**config.mk**
```make
export PLATFORM = sky130hd
export DESIGN_NAME = alu_req_ctrl_flat
export DESIGN_NICKNAME = d
export VERILOG_FILES = /design/src/rtl/alu_pkg.sv /design/src/rtl/alu_req_if.sv /design/src/rtl/alu_req_fifo.sv /design/src/rtl/alu_req_ctrl.sv /design/src/flat_wrapper.sv
export SDC_FILE = /design/constraint.sdc
export NUM_CORES = 1
export LEC_CHECK = 0
export CAP_MARGIN = 20
export CORE_ASPECT_RATIO = 0.75
export CORE_MARGIN = 5
export CORE_UTILIZATION = 33
export DETAILED_ROUTE_END_ITERATION = 10
export PLACE_DENSITY = 0.57
export REMOVE_ABC_BUFFERS = 1
export SYNTH_ARGS = -nofsm -noshare
export SYNTH_HDL_FRONTEND = slang
export SYNTH_SLANG_ARGS = --single-unit
```
**constraint.sdc**
```tcl
create_clock -name clk -period 2.41 [get_ports clk]
set_input_delay 0.3615 -clock clk [delete_from_list [all_inputs] [get_ports clk]]
set_output_delay 0.3615 -clock clk [all_outputs]
set_load 0.005 [all_outputs]
```
**src/rtl/alu_pkg.sv**
```systemverilog
// Shared opcode encodings, FSM states and request record for the ALU request front end.
package alu_pkg;

  localparam int ALU_OP_W  = 3;
  localparam int ALU_N     = 8;
  localparam int ALU_TAG_W = 4;

  localparam logic [ALU_OP_W-1:0] ALU_ADD  = 3'b000;
  localparam logic [ALU_OP_W-1:0] ALU_SUB  = 3'b001;
  localparam logic [ALU_OP_W-1:0] ALU_AND  = 3'b010;
  localparam logic [ALU_OP_W-1:0] ALU_OR   = 3'b011;
  localparam logic [ALU_OP_W-1:0] ALU_XOR  = 3'b100;
  localparam logic [ALU_OP_W-1:0] ALU_SHL  = 3'b101;
  localparam logic [ALU_OP_W-1:0] ALU_SHR  = 3'b110;
  localparam logic [ALU_OP_W-1:0] ALU_PASS = 3'b111;

  typedef enum logic [1:0] {
    ST_IDLE,
    ST_ISSUE,
    ST_WAIT,
    ST_RESP
  } alu_state_e;

  typedef struct packed {
    logic [ALU_N-1:0]     a;
    logic [ALU_N-1:0]     b;
    logic [ALU_OP_W-1:0]  op;
    logic [ALU_TAG_W-1:0] tag;
  } alu_req_t;

endpackage

```
**src/rtl/alu_req_if.sv**
```systemverilog
// Request and response valid/ready channels between a host and alu_req_ctrl.
interface alu_req_if #(
  parameter int N     = 8,
  parameter int TAG_W = 4
) ();

  logic             req_valid;
  logic             req_ready;
  logic [N-1:0]     req_a;
  logic [N-1:0]     req_b;
  logic [2:0]       req_op;
  logic [TAG_W-1:0] req_tag;

  logic             rsp_valid;
  logic             rsp_ready;
  logic [N-1:0]     rsp_result;
  logic             rsp_carry;
  logic             rsp_zero;
  logic [TAG_W-1:0] rsp_tag;

  modport master (
    output req_valid, req_a, req_b, req_op, req_tag, rsp_ready,
    input  req_ready, rsp_valid, rsp_result, rsp_carry, rsp_zero, rsp_tag
  );

  modport slave (
    input  req_valid, req_a, req_b, req_op, req_tag, rsp_ready,
    output req_ready, rsp_valid, rsp_result, rsp_carry, rsp_zero, rsp_tag
  );

endinterface

```
**src/rtl/alu_req_fifo.sv**
```systemverilog
// DEPTH-entry synchronous FIFO with occupancy count; head entry is presented combinationally.
module alu_req_fifo #(
  parameter type T     = logic [7:0],
  parameter int  DEPTH = 4
) (
  input  logic                   clk,
  input  logic                   rst,
  input  logic                   push_i,
  input  T                       wdata_i,
  input  logic                   pop_i,
  output T                       rdata_o,
  output logic                   empty_o,
  output logic [$clog2(DEPTH):0] count_o
);

  localparam int          AW       = $clog2(DEPTH);
  localparam logic [AW:0] FULL_CNT = (AW+1)'(DEPTH);

  T              mem_q [DEPTH];
  logic [AW-1:0] wptr_q, rptr_q;
  logic [AW:0]   count_q, count_d;
  logic          full, do_push, do_pop;

  assign full    = (count_q == FULL_CNT);
  assign empty_o = (count_q == '0);
  assign do_push = push_i && !full;
  assign do_pop  = pop_i && !empty_o;

  always_comb begin
    // NOTE: default assignment first, so no path leaves count_d unassigned and no latch is inferred.
    count_d = count_q;
    if (do_push && !do_pop)      count_d = count_q + (AW+1)'(1);
    else if (do_pop && !do_push) count_d = count_q - (AW+1)'(1);
  end

  always_ff @(posedge clk) begin
    // NOTE: non-blocking assignments for all state, so every register samples pre-edge values.
    if (rst) begin
      wptr_q  <= '0;
      rptr_q  <= '0;
      count_q <= '0;
    end else begin
      if (do_push) wptr_q <= wptr_q + AW'(1);
      if (do_pop)  rptr_q <= rptr_q + AW'(1);
      count_q <= count_d;
    end
  end

  // NOTE: storage is deliberately not reset; count_q alone decides which entries are live.
  always_ff @(posedge clk) begin
    if (do_push) mem_q[wptr_q] <= wdata_i;
  end

  assign rdata_o = mem_q[rptr_q];
  assign count_o = count_q;

endmodule

```
**src/rtl/alu_req_ctrl.sv**
```systemverilog
// Host-side ALU front end: queues requests, issues one op at a time and returns tagged results.
module alu_req_ctrl
  import alu_pkg::*;
#(
  parameter int N       = 8,
  parameter int TAG_W   = 4,
  parameter int DEPTH   = 4,
  parameter int ALU_LAT = 1
) (
  input  logic                clk,
  input  logic                rst,
  alu_req_if.slave            req_if,
  output logic [N-1:0]        alu_a,
  output logic [N-1:0]        alu_b,
  output logic [ALU_OP_W-1:0] alu_op,
  output logic                alu_en,
  input  logic [N-1:0]        alu_result,
  input  logic                alu_carry,
  input  logic                alu_zero,
  output logic [15:0]         ops_done
);

  localparam int                  CNT_W     = (ALU_LAT > 1) ? $clog2(ALU_LAT) : 1;
  localparam logic [CNT_W-1:0]    WCNT_LAST = CNT_W'(ALU_LAT - 1);
  localparam int                  AW        = $clog2(DEPTH);
  localparam logic [AW:0]         FULL_CNT  = (AW+1)'(DEPTH);

  typedef struct packed {
    logic [N-1:0]        a;
    logic [N-1:0]        b;
    logic [ALU_OP_W-1:0] op;
    logic [TAG_W-1:0]    tag;
  } req_t;

  req_t        push_data, head, cur_q;
  logic        fifo_empty, pop;
  logic [AW:0] fifo_count;

  alu_state_e       state_q;
  logic [CNT_W-1:0] wcnt_q;
  logic             alu_en_q, rsp_valid_q, rsp_carry_q, rsp_zero_q;
  logic [N-1:0]     rsp_result_q;
  logic [TAG_W-1:0] rsp_tag_q;
  logic [15:0]      ops_done_q;

  assign push_data = '{a: req_if.req_a, b: req_if.req_b, op: req_if.req_op, tag: req_if.req_tag};
  assign pop       = (state_q == ST_IDLE) && !fifo_empty;

  alu_req_fifo #(.T(req_t), .DEPTH(DEPTH)) u_fifo (
    .clk     (clk),
    .rst     (rst),
    .push_i  (req_if.req_valid),
    .wdata_i (push_data),
    .pop_i   (pop),
    .rdata_o (head),
    .empty_o (fifo_empty),
    .count_o (fifo_count)
  );

  always_ff @(posedge clk) begin
    if (rst) begin
      state_q      <= ST_IDLE;
      cur_q        <= '0;
      wcnt_q       <= '0;
      alu_en_q     <= 1'b0;
      rsp_valid_q  <= 1'b0;
      rsp_result_q <= '0;
      rsp_carry_q  <= 1'b0;
      rsp_zero_q   <= 1'b0;
      rsp_tag_q    <= '0;
      ops_done_q   <= '0;
    end else begin
      alu_en_q <= 1'b0;
      unique case (state_q)
        // alu_en is raised on the pop edge so it is high for exactly the ISSUE cycle
        ST_IDLE: if (pop) begin
          cur_q    <= head;
          alu_en_q <= 1'b1;
          state_q  <= ST_ISSUE;
        end
        ST_ISSUE: begin
          wcnt_q  <= '0;
          state_q <= ST_WAIT;
        end
        ST_WAIT: if (wcnt_q == WCNT_LAST) begin
          rsp_result_q <= alu_result;
          rsp_carry_q  <= alu_carry;
          rsp_zero_q   <= alu_zero;
          rsp_tag_q    <= cur_q.tag;
          rsp_valid_q  <= 1'b1;
          state_q      <= ST_RESP;
        end else begin
          wcnt_q <= wcnt_q + CNT_W'(1);
        end
        ST_RESP: if (req_if.rsp_ready) begin
          rsp_valid_q <= 1'b0;
          ops_done_q  <= ops_done_q + 16'd1;
          state_q     <= ST_IDLE;
        end
        default: state_q <= ST_IDLE;
      endcase
    end
  end

  assign req_if.req_ready  = (fifo_count != FULL_CNT);
  assign req_if.rsp_valid  = rsp_valid_q;
  assign req_if.rsp_result = rsp_result_q;
  assign req_if.rsp_carry  = rsp_carry_q;
  assign req_if.rsp_zero   = rsp_zero_q;
  assign req_if.rsp_tag    = rsp_tag_q;

  assign alu_a    = cur_q.a;
  assign alu_b    = cur_q.b;
  assign alu_op   = cur_q.op;
  assign alu_en   = alu_en_q;
  assign ops_done = ops_done_q;

endmodule
```
**src/flat_wrapper.sv**
```systemverilog
// flat-port wrapper written by rule: the top's interface ports become plain ports
module alu_req_ctrl_flat import alu_pkg::*;
#(
  parameter int N       = 8,
  parameter int TAG_W   = 4,
  parameter int DEPTH   = 4,
  parameter int ALU_LAT = 1
)
  (clk, rst, alu_a, alu_b, alu_op, alu_en, alu_result, alu_carry, alu_zero, ops_done, req_if_req_valid, req_if_req_a, req_if_req_b, req_if_req_op, req_if_req_tag, req_if_rsp_ready, req_if_req_ready, req_if_rsp_valid, req_if_rsp_result, req_if_rsp_carry, req_if_rsp_zero, req_if_rsp_tag);
  alu_req_if #(.N(N), .TAG_W(TAG_W)) req_if_i ();
  input  logic clk;
  input  logic rst;
  output logic [N-1:0] alu_a;
  output logic [N-1:0] alu_b;
  output logic [ALU_OP_W-1:0] alu_op;
  output logic alu_en;
  input  logic [N-1:0] alu_result;
  input  logic alu_carry;
  input  logic alu_zero;
  output logic [15:0] ops_done;
  input wire logic [$bits(req_if_i.req_valid)-1:0] req_if_req_valid;
  input wire logic [$bits(req_if_i.req_a)-1:0] req_if_req_a;
  input wire logic [$bits(req_if_i.req_b)-1:0] req_if_req_b;
  input wire logic [$bits(req_if_i.req_op)-1:0] req_if_req_op;
  input wire logic [$bits(req_if_i.req_tag)-1:0] req_if_req_tag;
  input wire logic [$bits(req_if_i.rsp_ready)-1:0] req_if_rsp_ready;
  output wire logic [$bits(req_if_i.req_ready)-1:0] req_if_req_ready;
  output wire logic [$bits(req_if_i.rsp_valid)-1:0] req_if_rsp_valid;
  output wire logic [$bits(req_if_i.rsp_result)-1:0] req_if_rsp_result;
  output wire logic [$bits(req_if_i.rsp_carry)-1:0] req_if_rsp_carry;
  output wire logic [$bits(req_if_i.rsp_zero)-1:0] req_if_rsp_zero;
  output wire logic [$bits(req_if_i.rsp_tag)-1:0] req_if_rsp_tag;
  assign req_if_i.req_valid = req_if_req_valid;
  assign req_if_i.req_a = req_if_req_a;
  assign req_if_i.req_b = req_if_req_b;
  assign req_if_i.req_op = req_if_req_op;
  assign req_if_i.req_tag = req_if_req_tag;
  assign req_if_i.rsp_ready = req_if_rsp_ready;
  assign req_if_req_ready = req_if_i.req_ready;
  assign req_if_rsp_valid = req_if_i.rsp_valid;
  assign req_if_rsp_result = req_if_i.rsp_result;
  assign req_if_rsp_carry = req_if_i.rsp_carry;
  assign req_if_rsp_zero = req_if_i.rsp_zero;
  assign req_if_rsp_tag = req_if_i.rsp_tag;
  alu_req_ctrl #(.N(N), .TAG_W(TAG_W), .DEPTH(DEPTH), .ALU_LAT(ALU_LAT)) u_core (.clk(clk), .rst(rst), .req_if(req_if_i), .alu_a(alu_a), .alu_b(alu_b), .alu_op(alu_op), .alu_en(alu_en), .alu_result(alu_result), .alu_carry(alu_carry), .alu_zero(alu_zero), .ops_done(ops_done));
endmodule
```
## Yosys cells after proc, flatten, opt, wreduce, memory -nomap -nowiden

Memory sizes are Yosys's and may differ from the RTL's. A register that Yosys moved wholly into a read port is not among the register bits.
Cells that the tools add are included.
Widths: inputs -> output; s select.

- Output and inout bits: 52
- Input port bits: 37
- Register bits after elaboration: 42
- Bits in writable memories: 92
- Memories kept: 1
- Logic and storage cells: 63

- Add/subtract/negate cells: 6
- Equal/unequal tests: 8
- Bitwise operators: 2
- Mux-type cells: 14
- Reductions and logical operators: 20

Memories:

| name | words | width | rd ports | clocked after memory_dff | wr ports | line | source |
|---|---|---|---|---|---|---|---|
| u_core.u_fifo.mem_q | 4 | 23 | 1 | 1 | 1 | alu_req_fifo.sv:19 | `T mem_q [DEPTH];` |

Operator list:

| cell | count |
|---|---|
| $add 16x1->16 const B | 1 |
| $pmux 2 s4 | 1 |
| $mux 1 | 6 |
| $mux 2 | 3 |
| $mux 3 | 2 |
| $ne 2x2->1 const B | 3 |
| $reduce_and 2->1 | 3 |
| $reduce_and 3->1 | 2 |
| $reduce_bool 2->1 | 3 |
| $logic_and 1x1->1 | 5 |
| $add 2x1->2 const B | 2 |
| $eq 2x2->1 const B | 2 |
| $logic_not 1->1 | 4 |
| $pmux 1 s2 | 2 |
| $add 3x1->3 const B | 1 |
| $eq 3x3->1 const B | 1 |
| $logic_not 3->1 | 1 |
| $ne 3x3->1 const B | 1 |
| $sub 3x1->3 const B | 1 |
| $eq 2x1->1 const B | 1 |
| $logic_not 2->1 | 1 |
| $not 1->1 | 2 |
| $reduce_or 2->1 | 1 |
| $add 1x1->1 const B | 1 |

## Depth between registers and ports, before layout

Gate-level depths: netlist (run 1).

- Depth in word-level cells: 7
- Mapped depth: 12
- Depth with buffers taken out: 10

## Modules after synthesis

Synthesis (run 1) repeated with hierarchy kept, for this count alone.

- Cell total of the unflattened synthesis: 440
- Area, all modules: 6206.0 um^2

Modules (own cells, without submodules):

| module | instances | area each (um^2) | sequential area each (um^2) | cells an instance |
|---|---|---|---|---|
| alu_req_fifo | 1 | 3826.2 | 2942.8 | 167 |
| alu_req_ctrl | 1 | 2379.8 | 1141.1 | 273 |

## Worst setup path after synthesis (run 1)

No wires, ideal clock.

- Kind: flip-flop to flip-flop
- From: register u_core.state_q[0]
- To: register u_core.u_fifo.count_q[2] (netlist: u_core.u_fifo.count_o[2])
- Clock period less this slack: 2.402 ns
- Arrival time: 2.333 ns
- Buffers on the path: 2
- Slack: 0.008 ns
- Setup time: 0.070 ns
- Required time: 2.340 ns
- Cell stages (with the launch flop): 13
- Cells stage by stage: dfxtp_1 inv_1 ha_1 o31a_1 clkbuf_1 inv_2 buf_2 ha_1 inv_1 fa_1 xor2_1 or3_1 a21oi_1

- Cells in the longest elaborated chain, start to end: 6
- Elaborated cells on any way between the ends: 8
- Classes of those cells: mux (1); reduce/logical (7)

RTL lines:

| item | line | source |
|---|---|---|
| start, declared | alu_req_ctrl.sv:39 | `alu_state_e state_q;` |
| start signal, assigned | alu_req_ctrl.sv:62 | `state_q <= ST_IDLE;` |
| start signal, assigned | alu_req_ctrl.sv:79 | `state_q <= ST_ISSUE;` |
| start signal, assigned | alu_req_ctrl.sv:83 | `state_q <= ST_WAIT;` |
| $logic_not 2->1 (*) | alu_req_ctrl.sv:47 | `assign pop = (state_q == ST_IDLE) && !fifo_empty;` |
| $logic_and 1x1->1 (*) | alu_req_ctrl.sv:47 |  |
| $logic_and 1x1->1 (*) | alu_req_fifo.sv:27 | `assign do_pop = pop_i && !empty_o;` |
| $logic_not 1->1 | alu_req_fifo.sv:32 | `if (do_push && !do_pop) count_d = count_q + (AW+1)'(1);` |
| $logic_and 1x1->1 | alu_req_fifo.sv:32 |  |
| $mux 3 / $reduce_bool 2->1 (equally long branches) | n/a |  |
| end signal, assigned | alu_req_fifo.sv:45 | `count_q <= count_d;` |
| end, declared | alu_req_fifo.sv:21 | `logic [AW:0] count_q, count_d;` |

Mark *: on every way between the ends. The rest lies on a longest branch, timed or not.
A chain may end at the register's enable or synchronous reset.

## Worst setup path in the final report (run 1)

Same ends and word-level chain as after synthesis.

==> results of run 1 <==
-- synth_stat cells, types with 2 or more instances --
cell type / instances / area, um2
edfxtp_1: 92 / 2760
dfxtp_1: 64 / 1280
nand2_1: 55 / 206
nor2_1: 38 / 143
a21oi_1: 31 / 155
mux4_2: 23 / 518
buf_4: 20 / 150
mux2i_1: 17 / 170
clkbuf_1: 10 / 37.5
ha_1: 10 / 125
xor2_1: 8 / 70.1
buf_2: 7 / 35.0
inv_1: 7 / 26.3
xnor2_1: 6 / 52.6
and2_1: 4 / 25.0
nand4_1: 4 / 25.0
nor2b_1: 4 / 25.0
nand3_1: 3 / 15.0
o21ai_0: 3 / 15.0
clkbuf_8: 2 / 27.5
mux2_2: 2 / 22.5
nor3_1: 2 / 10.0
or3_1: 2 / 12.5
-- final timing paths --
| check | depth (start not counted) | slack [ps] | start | end |
|---|---|---|---|---|
| worst min-delay path | 2 | 350 | rst | u_core.ops_done[4]$_SDFFE_PP0P_ |
| worst min register to register | 2 | 450 | u_core.alu_b[3]$_SDFFE_PP0P_ | u_core.alu_b[3]$_SDFFE_PP0P_ |
| worst max-delay path | 10 | 270 | u_core.state_q[0]$_SDFFE_PP0P_ | u_core.u_fifo.count_o[2]$_SDFFE_PP0P_ |
| worst max register to register | 10 | 270 | u_core.state_q[0]$_SDFFE_PP0P_ | u_core.u_fifo.count_o[2]$_SDFFE_PP0P_ |
-- per-layer routing --
layer	GRT usage (%)	routed length [um]
met1	15.1	5420
met2	18.7	5940
met3	4.11	428
met4	3.99	166
met5	0	0
-- critical path: cells and delay by family, from the launching register on --
kind | cells | cell delay [ps]
adders and majority gates | 3 | 770
DFF | 1 | 350
and+or+nand+nor | 1 | 300
AOI/OAI and AO/OA | 2 | 290
buffers and inverters | 3 | 210
xor gates and xnor gates | 1 | 160
-- through the flow --
stage          util (%)  setup WS, ps  area [um2]
3_3_place_gp       39.3          85.0        7180
5_1_grt            42.5          82.8        7780
6_report           42.5           269        7780
4_1_cts            42.5           242        7780
2_1_floorplan         -          -112        5830
3_5_place_dp       39.3         -18.6        7180
-- cell families after synthesis --
| kind of cell | count (synthesis) | synth area share [%] |
|---|---|---|
| flip-flops | 156 | 66.5 |
| AND/OR/NAND/NOR | 123 | 9.34 |
| buffers and inverters | 48 | 4.67 |
| multiplexers | 42 | 11.7 |
| AO/OA/AOI/OAI | 39 | 3.45 |
| XOR/XNOR | 14 | 2.02 |
| adder cells (fa/ha/maj) | 11 | 2.39 |
-- flip-flops by register name, indices dropped and copies added (netlist names) --
register	cells
u_core.alu_a	8
u_core.alu_b	8
u_core.alu_en	1
u_core.alu_op	3
u_core.cur_q	4
u_core.ops_done	16
u_core.req_if.rsp_carry	1
u_core.req_if.rsp_result	8
u_core.req_if.rsp_tag	4
u_core.req_if.rsp_valid	1
u_core.req_if.rsp_zero	1
u_core.state_q	2
u_core.u_fifo.count_o	3
u_core.u_fifo.mem_q	92
u_core.u_fifo.rptr_q	2
u_core.u_fifo.wptr_q	2
-- cell type report --
class                      count  share of cell area (%)
clock inverter                15                    2.22
multi-input combinational    229                    22.6
sequential                   156                    52.0
tap                          247                    3.97
clock buffer                  17                    5.47
inverter                       8                   0.386
timing repair buffer         100                    13.4
-- where the power goes --
group | internal (mW) | switching [mW] | leakage, nW | total [mW]
sequential | 3.23 | 0.237 | 1.36 | 3.46
combinational | 1.07 | 0.956 | 0.976 | 2.02
clock | 1.62 | 1.05 | 0.280 | 2.67
total | 5.91 | 2.24 | 2.62 | 8.16
==> summary.txt, run 1 <==
GRT
  – All-layer global routing usage: 11.7%
  – Vias in the first global route: 3623
  – Largest net degree at the start of global routing: 32
  – First-pass GRT wire length: 19.1 mm
  – Initial antenna violation count: 0
  – Total gr overflow: 0

CTS
  – CTS H-tree lvls: 4
  – Sink Count: 156
  – CTS clk-pin slew, worst paths: 60 ps
  – Root Driver: clkbuf_16
  – CTS tree: done
  – Clock latency on the worst-skew pair: 420 ps
  – Hold buffers post-CTS: 0
  – Post-CTS sizing: 0
  – Max clock buf depth: 2
  – Post-CTS Setup Inserts: 0
  – TritonCTS Buffers: 17

Layout
  – Final net count: 560
  – Fraction of layout cells with a size suffix above 1: 14.5%
  – Diode count: 0
  – Most frequent cells in the layout: edfxtp_1 (92), clkdlybuf4s50_1 (87), dfxtp_1 (63)
  – Area of the multi-input gates: 1760 um2
  – Fin cells: 772
  – Sequential standard cell area: 4050 um2
  – Fill count: 1676
  – Area growth syn-to-layout: 27.9%
  – Commonest non-fill, non-tap cell in the layout: edfxtp_1

Logic synthesis
  – Cell variety after synth: 42
  – Seq/Total Area, Yosys: 66.5%
  – Top FF cell, synth: edfxtp_1
  – Flops & latches, synth: 156
  – Mapped Cells: 433
  – Post-Synthesis Cell Area: 6080 um2
  – Post-synth EDFFs: 92
  – Mean area per synthesized cell: 14.1 um2
  – Async S/R FF share, synth: 0%
  – Synthesis Warnings: 0

Route
  – DRC: 0
  – DRT iter0 DRCs: 216
  – Avg WL per Cell: 15.5 um
  – Antenna-violating nets left: 0
  – Vias: 3540
  – Via/cell ratio: 4.59
  – Post-Route WL: 12.0 mm
  – Detailed Routing Iterations Pass 1: 4

Pwr
  – Peak VDD IR: 556 uV
  – PwrDens: 1050 nW/um2
  – P_leak: 2.62 nW
  – Tot Pwr: 8.16 mW

Flow run
  – Max-Cap Viols: 0

STA
  – Final period util: 88.8%
  – Crit path time final: 2140 ps
  – Skew final: 15.3 ps
  – Unrepaired setup endpoints after global routing: no
  – Final setup vio count: 0
  – Slew @ Worst Pin: 482 ps
  – Pins Over Slew Limit: 0
  – Total negative setup slack: 0 ps
  – Fin Hold WS: 348 ps
  – Relative slew margins: 67.9%
  – Top achievable clock speed: 0.467 GHz
  – Final Hold Fails: 0

Die
  – Die area: 21300 um2
  – Num ports: 89
  – Chip height: 128 um
  – Die W: 167 um
  – Total core area: 18300 um2
  – Row count: 43
  – Initial core utilization: 33.3%

Place
  – Hpwl dp: 7.78 mm
  – Final RePlAce weighted congestion: 0.727
  – DP Cell Count: 740
  – Port bufs: 88

Run status
  – Outcome: finished clean

Setup path
  – CP Capture Type: register
  – Worst-path cell chain: inv_1 > ha_1 > o31a_1 > inv_2 > ha_1 > inv_1 > fa_1 > xor2_1 > or3_1 > a21oi_1
  – Slowest cell on crit path: fa_1
  – CP arrival: 2490 ps
  – Worst endpoint required time: 2750 ps
  – CP max stage delay: 380 ps
  – CP max FO: 3
  – Startpoint types: register
  – Critical path type: register to register

Hold path
  – Worst hold path class: primary input to register
Power figures use the tool's default switching activity.
==> inputs of run 2 (changes only) <==
--- a/config.mk
+++ b/config.mk
@@ -12,6 +12,7 @@
 export DETAILED_ROUTE_END_ITERATION = 10
 export PLACE_DENSITY = 0.57
 export REMOVE_ABC_BUFFERS = 1
+export SETUP_SLACK_MARGIN = 0.05
 export SYNTH_ARGS = -nofsm -noshare
 export SYNTH_HDL_FRONTEND = slang
 export SYNTH_SLANG_ARGS = --single-unit
==> results of run 2 <==
No change in the layout: final DEF, timing and power equal those of run 1.
==> inputs of run 3 (changes only) <==
--- a/config.mk
+++ b/config.mk
@@ -9,6 +9,7 @@
 export CORE_ASPECT_RATIO = 0.75
 export CORE_MARGIN = 5
 export CORE_UTILIZATION = 33
+export CTS_CLUSTER_SIZE = 24
 export DETAILED_ROUTE_END_ITERATION = 10
 export PLACE_DENSITY = 0.57
 export REMOVE_ABC_BUFFERS = 1
==> results of run 3 <==
No change in the layout: final DEF, timing and power equal those of run 1.
